--- src/rtl/mem_pkg.sv ---
// Shared types and constants for the unified-memory arbiter.
package mem_pkg;

  localparam int unsigned BLK_W       = 64;
  localparam int unsigned MEM_LAT_DEF = 4;

  typedef enum logic [2:0] {
    IDLE,
    IREAD,
    DREAD,
    DWRITE,
    DONE
  } state_t;

  typedef enum logic {
    OWN_I = 1'b0,
    OWN_D = 1'b1
  } owner_t;

endpackage

--- src/rtl/mem_arbiter_if.sv ---
// Requester and memory-command signals of the unified-memory arbiter.
interface mem_arbiter_if
  import mem_pkg::*;
#(
  parameter int unsigned BLK_AW = 14
) ();

  logic              i_req;
  logic [BLK_AW-1:0] i_addr;
  logic              i_rdy;
  logic              d_req;
  logic              d_we;
  logic [BLK_AW-1:0] d_addr;
  logic [BLK_W-1:0]  d_wdata;
  logic              d_rdy;
  logic [BLK_W-1:0]  rd_data;
  logic              mem_re;
  logic              mem_we;
  logic [BLK_AW-1:0] mem_addr;
  logic [BLK_W-1:0]  mem_wdata;
  logic [BLK_W-1:0]  mem_rdata;
  logic              busy;

  // Arbiter side.
  modport slave (
    input  i_req, i_addr, d_req, d_we, d_addr, d_wdata, mem_rdata,
    output i_rdy, d_rdy, rd_data, mem_re, mem_we, mem_addr, mem_wdata, busy
  );

  // Requesters and memory, seen from outside the arbiter.
  modport master (
    output i_req, i_addr, d_req, d_we, d_addr, d_wdata, mem_rdata,
    input  i_rdy, d_rdy, rd_data, mem_re, mem_we, mem_addr, mem_wdata, busy
  );

endinterface

--- src/rtl/mem_arbiter.sv ---
// Round-robin arbiter sharing a fixed-latency single-ported block memory
// between the I-cache fill controller and the D-cache miss/write-back controller.
module mem_arbiter
  import mem_pkg::*;
#(
  parameter int unsigned MEM_LAT = MEM_LAT_DEF,
  parameter int unsigned BLK_AW  = 14
) (
  input logic          clk,
  input logic          rst,
  mem_arbiter_if.slave bus
);

  localparam int unsigned     CNT_W    = $clog2(MEM_LAT + 1);
  localparam logic [CNT_W-1:0] CNT_LAST = CNT_W'(MEM_LAT - 1);

  state_t             state;
  owner_t             last_grant;
  owner_t             owner;
  logic [CNT_W-1:0]   cnt;
  logic [BLK_AW-1:0]  addr_q;
  logic [BLK_W-1:0]   wdata_q;
  logic [BLK_W-1:0]   rd_data_q;
  logic               i_rdy_q;
  logic               d_rdy_q;
  logic               mem_re_q;
  logic               mem_we_q;
  logic               busy_q;
  logic               grant_d_c;

  // D wins when alone, or on a tie when I was served last.
  assign grant_d_c = bus.d_req && (!bus.i_req || (last_grant == OWN_I));

  always_ff @(posedge clk) begin
    if (rst) begin
      state      <= IDLE;
      last_grant <= OWN_I;
      owner      <= OWN_I;
      cnt        <= '0;
      addr_q     <= '0;
      wdata_q    <= '0;
      rd_data_q  <= '0;
      i_rdy_q    <= 1'b0;
      d_rdy_q    <= 1'b0;
      mem_re_q   <= 1'b0;
      mem_we_q   <= 1'b0;
      busy_q     <= 1'b0;
    end else begin
      i_rdy_q <= 1'b0;
      d_rdy_q <= 1'b0;
      unique case (state)
        IDLE: begin
          if (bus.i_req || bus.d_req) begin
            busy_q <= 1'b1;
            cnt    <= '0;
            if (grant_d_c) begin
              owner      <= OWN_D;
              last_grant <= OWN_D;
              addr_q     <= bus.d_addr;
              if (bus.d_we) begin
                state    <= DWRITE;
                mem_we_q <= 1'b1;
                wdata_q  <= bus.d_wdata;
              end else begin
                state    <= DREAD;
                mem_re_q <= 1'b1;
              end
            end else begin
              owner      <= OWN_I;
              last_grant <= OWN_I;
              addr_q     <= bus.i_addr;
              state      <= IREAD;
              mem_re_q   <= 1'b1;
            end
          end
        end
        IREAD, DREAD, DWRITE: begin
          cnt <= cnt + CNT_W'(1);
          if (cnt == CNT_LAST) begin
            state    <= DONE;
            mem_re_q <= 1'b0;
            mem_we_q <= 1'b0;
            // Read data is only valid in the final command cycle.
            if (state != DWRITE) begin
              rd_data_q <= bus.mem_rdata;
            end
            if (owner == OWN_I) begin
              i_rdy_q <= 1'b1;
            end else begin
              d_rdy_q <= 1'b1;
            end
          end
        end
        DONE: begin
          state  <= IDLE;
          busy_q <= 1'b0;
        end
        default: begin
          state    <= IDLE;
          mem_re_q <= 1'b0;
          mem_we_q <= 1'b0;
          busy_q   <= 1'b0;
        end
      endcase
    end
  end

  assign bus.i_rdy     = i_rdy_q;
  assign bus.d_rdy     = d_rdy_q;
  assign bus.rd_data   = rd_data_q;
  assign bus.mem_re    = mem_re_q;
  assign bus.mem_we    = mem_we_q;
  assign bus.mem_addr  = addr_q;
  assign bus.mem_wdata = wdata_q;
  assign bus.busy      = busy_q;

endmodule

--- src/flat_wrapper.sv ---
// flat-port wrapper written by rule: the top's interface ports become plain ports
module mem_arbiter_flat import mem_pkg::*;
#(
  parameter int unsigned MEM_LAT = MEM_LAT_DEF,
  parameter int unsigned BLK_AW  = 14
)
  (clk, rst, bus_i_req, bus_i_addr, bus_d_req, bus_d_we, bus_d_addr, bus_d_wdata, bus_mem_rdata, bus_i_rdy, bus_d_rdy, bus_rd_data, bus_mem_re, bus_mem_we, bus_mem_addr, bus_mem_wdata, bus_busy);
  mem_arbiter_if #(.BLK_AW(BLK_AW)) bus_i ();
  input logic clk;
  input logic rst;
  input wire logic [$bits(bus_i.i_req)-1:0] bus_i_req;
  input wire logic [$bits(bus_i.i_addr)-1:0] bus_i_addr;
  input wire logic [$bits(bus_i.d_req)-1:0] bus_d_req;
  input wire logic [$bits(bus_i.d_we)-1:0] bus_d_we;
  input wire logic [$bits(bus_i.d_addr)-1:0] bus_d_addr;
  input wire logic [$bits(bus_i.d_wdata)-1:0] bus_d_wdata;
  input wire logic [$bits(bus_i.mem_rdata)-1:0] bus_mem_rdata;
  output wire logic [$bits(bus_i.i_rdy)-1:0] bus_i_rdy;
  output wire logic [$bits(bus_i.d_rdy)-1:0] bus_d_rdy;
  output wire logic [$bits(bus_i.rd_data)-1:0] bus_rd_data;
  output wire logic [$bits(bus_i.mem_re)-1:0] bus_mem_re;
  output wire logic [$bits(bus_i.mem_we)-1:0] bus_mem_we;
  output wire logic [$bits(bus_i.mem_addr)-1:0] bus_mem_addr;
  output wire logic [$bits(bus_i.mem_wdata)-1:0] bus_mem_wdata;
  output wire logic [$bits(bus_i.busy)-1:0] bus_busy;
  assign bus_i.i_req = bus_i_req;
  assign bus_i.i_addr = bus_i_addr;
  assign bus_i.d_req = bus_d_req;
  assign bus_i.d_we = bus_d_we;
  assign bus_i.d_addr = bus_d_addr;
  assign bus_i.d_wdata = bus_d_wdata;
  assign bus_i.mem_rdata = bus_mem_rdata;
  assign bus_i_rdy = bus_i.i_rdy;
  assign bus_d_rdy = bus_i.d_rdy;
  assign bus_rd_data = bus_i.rd_data;
  assign bus_mem_re = bus_i.mem_re;
  assign bus_mem_we = bus_i.mem_we;
  assign bus_mem_addr = bus_i.mem_addr;
  assign bus_mem_wdata = bus_i.mem_wdata;
  assign bus_busy = bus_i.busy;
  mem_arbiter #(.MEM_LAT(MEM_LAT), .BLK_AW(BLK_AW)) u_core (.clk(clk), .rst(rst), .bus(bus_i));
endmodule
--- config.mk ---
export PLATFORM = sky130hd
export DESIGN_NAME = mem_arbiter_flat
export DESIGN_NICKNAME = d
export VERILOG_FILES = /design/src/rtl/mem_pkg.sv /design/src/rtl/mem_arbiter_if.sv /design/src/rtl/mem_arbiter.sv /design/src/flat_wrapper.sv
export SDC_FILE = /design/constraint.sdc
export NUM_CORES = 1
export LEC_CHECK = 0
export CAP_MARGIN = 30
export CELL_PAD_IN_SITES_DETAIL_PLACEMENT = 0
export CELL_PAD_IN_SITES_GLOBAL_PLACEMENT = 1
export CORE_ASPECT_RATIO = 0.7
export CORE_MARGIN = 2
export CORE_UTILIZATION = 28
export DETAILED_ROUTE_END_ITERATION = 8
export PLACE_DENSITY_LB_ADDON = 0.1
export SYNTH_ARGS = -nofsm -noshare
export SYNTH_HDL_FRONTEND = slang
export SYNTH_SLANG_ARGS = --single-unit
--- constraint.sdc ---
create_clock -name clk -period 3.5 [get_ports clk]
set_input_delay 0.525 -clock clk [delete_from_list [all_inputs] [get_ports clk]]
set_output_delay 0.525 -clock clk [all_outputs]
set_load 0.05 [all_outputs]
==> impl_metrics.yaml <==
status:
  outcome: "complete, no violations"
yosys:
  synthDistinctLibCells: 24
  netlist_top_cells_area: "dfxtp_1 (56%), nand2_1 (20%), a21oi_1 (12%), clkbuf_1 (2.4%), a311oi_1 (2.4%)"
  yosys.area.top_type: "dfxtp_1"
  yosys_register_bits: 154
  synth_area_um2: 5520
  synth_top_area_share_pct: 55.8
  yosys_warnings: 0
  netlist_instances: 699
  avgSynthCellArea_um2: 7.90
  syn_nets: 862
  ys_seq_area_share_pct: 55.8
worst_setup_path:
  critPathSlowestCell: "clkdlybuf4s50_1"
  path_max_fanout: 2
  cp_top_family: "buffers and inverters"
  worstSetupEndpointType: "output pin"
  critPathKind: "reg -> out"
  timing.critical_path.from: "u_core.bus.rd_data[37]$_SDFFE_PP0P_"
  path_depth: 1
  cp.arrival_ns: 1.62
  path_cells: "clkdlybuf4s50_1"
  crit_required_ns: 2.97
  crit_path_max_incr_delay_ns: 0.86
  critPathBufInv: 1
  cp-start-kind: "register"
  reg2reg_from: "u_core.cnt[0]$_SDFFE_PP0P_"
  ff2ff_path_depth: 6
pwr:
  max-vdd-ir-drop_v: 0.000192
  p_per_area_nw_per_um2: 493
  p_leak_nw: 3.26
global_routing:
  grt_pass1_vias: 5218
  grt_pass1_wl_mm: 28.1
  antenna_found_initial: 0
  grt_util_all_layers_pct: 17.5
  grt-ovfl-total: 0
  grt_max_degree: 66
timing:
  fmax_ghz: 0.467
  rsz0062_at_grt: "no"
  finalHoldViolations: 0
  final.period_utilization_pct: 61.2
  fin_skew_ns: 0.0122
  relSlewSlack_pct: 49.0
  whs_ns: 0.453
  tightest_slew_ns: 0.765
  period_needed_ns: 2.14
  finalSetupViolCount: 0
  slew_viol_final: 0
  finalSetupTns_ns: 0
cells_and_area:
  antenna_cells: 0
  mostFrequentLayoutCells: "clkdlybuf4s50_1 (306), nand2_1 (288), dfxtp_1 (154)"
  drive_gt1_share_pct: 4.53
  layout_commonest_cell: "clkdlybuf4s50_1"
  area_growth_pct: 69.8
  final_nets: 1145
die:
  die_w_um: 172
  die-height_um: 122
  core-area_um2: 19100
  num_rows: 42
  start_util_pct: 28.9
  dieArea_um2: 20900
  ios: 308
place:
  io_buffers: 307
  place.gp.congestion: 0.731
  hpwl_mm: 13.0
routing:
  final_antenna_net_count: 0
  vias_per_cell: 4.40
  first_pass_iters: 4
  drtIter0Drc: 292
  post-route-drc-count: 0
  via_count: 5539
  wire_per_inst_um: 14.9
  wl_mm: 18.8
cts:
  cts_buffer_depth: 2
  ctsRootBufferMaster: "clkbuf_16"
  clock_latency_ns: 0.42
  post_cts_buffers: 0
  cts_resized: 0
  holdBufCountCts: 0
  numCtsBuffers: 17
  cts_tree: "done"
  h-tree-depth: 4
  clock-sinks: 154
  clk_pin_slew_ns: 0.06
hold_path:
  min_path_type: "reg -> reg"
  whs_path_depth: 2
  hold_path_startpoint: "u_core.bus.rd_data[60]$_SDFFE_PP0P_"
run:
  drv_cap: 0
## report_power, final
group	switching (mW)	internal (mW)
Combinational	0.484	0.348
Clock	0.767	1.15
Sequential	0.0412	1.83
Total	1.29	3.33
## final timing paths
path / slack [ns] / to
max: 1.36 / bus_rd_data[37]
min: 0.45 / u_core.bus.rd_data[60]$_SDFFE_PP0P_
min reg2reg: 0.45 / u_core.bus.rd_data[60]$_SDFFE_PP0P_
max reg2reg: 1.37 / u_core.bus.rd_data[37]$_SDFFE_PP0P_
## kinds of logic after synthesis
family | count (synthesis) | share of synthesized area [%]
simple gates | 330 | 23.3
buf+inv | 55 | 4.78
fa+ha+maj | 2 | 0.453
compound gates | 157 | 15.5
flops | 154 | 55.8
xor+xnor | 1 | 0.159
## synth_stat cells
cell type,number
a32oi_1,1
inv_1,3
nor3_1,5
buf_2,10
nand3_1,1
buf_6,6
dfxtp_1,154
nor2b_1,4
and3_1,1
nor4b_1,2
or4b_4,1
xor2_1,1
a21oi_1,135
o21bai_1,1
a21o_1,1
ha_1,2
or2_1,1
clkbuf_1,36
a211oi_1,2
a311oi_1,15
and2_1,2
nand2_1,288
o21ai_0,2
nor2_1,25
## area by class of cell
| cell class | instances | area, um^2 |
|---|---|---|
| Sequential cell | 154 | 3080 |
| Fill cell | 1960 | 9750 |
| Timing Repair Buffer | 316 | 3150 |
| Tap cell | 264 | 330 |
| Clock inverter | 12 | 165 |
| Multi-Input combinational cell | 490 | 2190 |
| Inverter | 3 | 11.3 |
| Clock buffer | 19 | 443 |
## flip-flops by register name, summed over array words and instances (netlist names)
signal	cells
u_core.bus.mem_we	1
u_core.bus.i_rdy	1
u_core.state	3
u_core.bus.busy	1
u_core.bus.rd_data	64
u_core.bus.mem_re	1
u_core.last_grant	1
u_core.bus.mem_wdata	64
u_core.bus.mem_addr	14
u_core.cnt	3
u_core.bus.d_rdy	1
## metal layers
metal	up-vias	routed length, um	GRT usage (%)
li1	2837	-	-
met1	2499	8260	21.2
met2	194	8260	27.0
met3	9	2170	9.33
met4	0	118	5.04
met5	-	0	0
## per-stage QoR
step / instance area (um^2) / worst slack [ns] / util (%) / instances / power [mW]
2_1_floorplan: 5520 / 1.79 / - / 699 / 2.38
3_3_place_gp: 8770 / 1.03 / 45.8 / 1227 / 2.75
3_5_place_dp: 8770 / 1.00 / 45.8 / 1227 / 2.75
4_1_cts: 9380 / 1.31 / 49.0 / 1258 / 4.70
5_1_grt: 9380 / 1.15 / 49.0 / 1258 / 4.83
6_report: 9380 / 1.36 / 49.0 / 1258 / 4.62
Note: power is estimated with default switching activity, not from simulation.
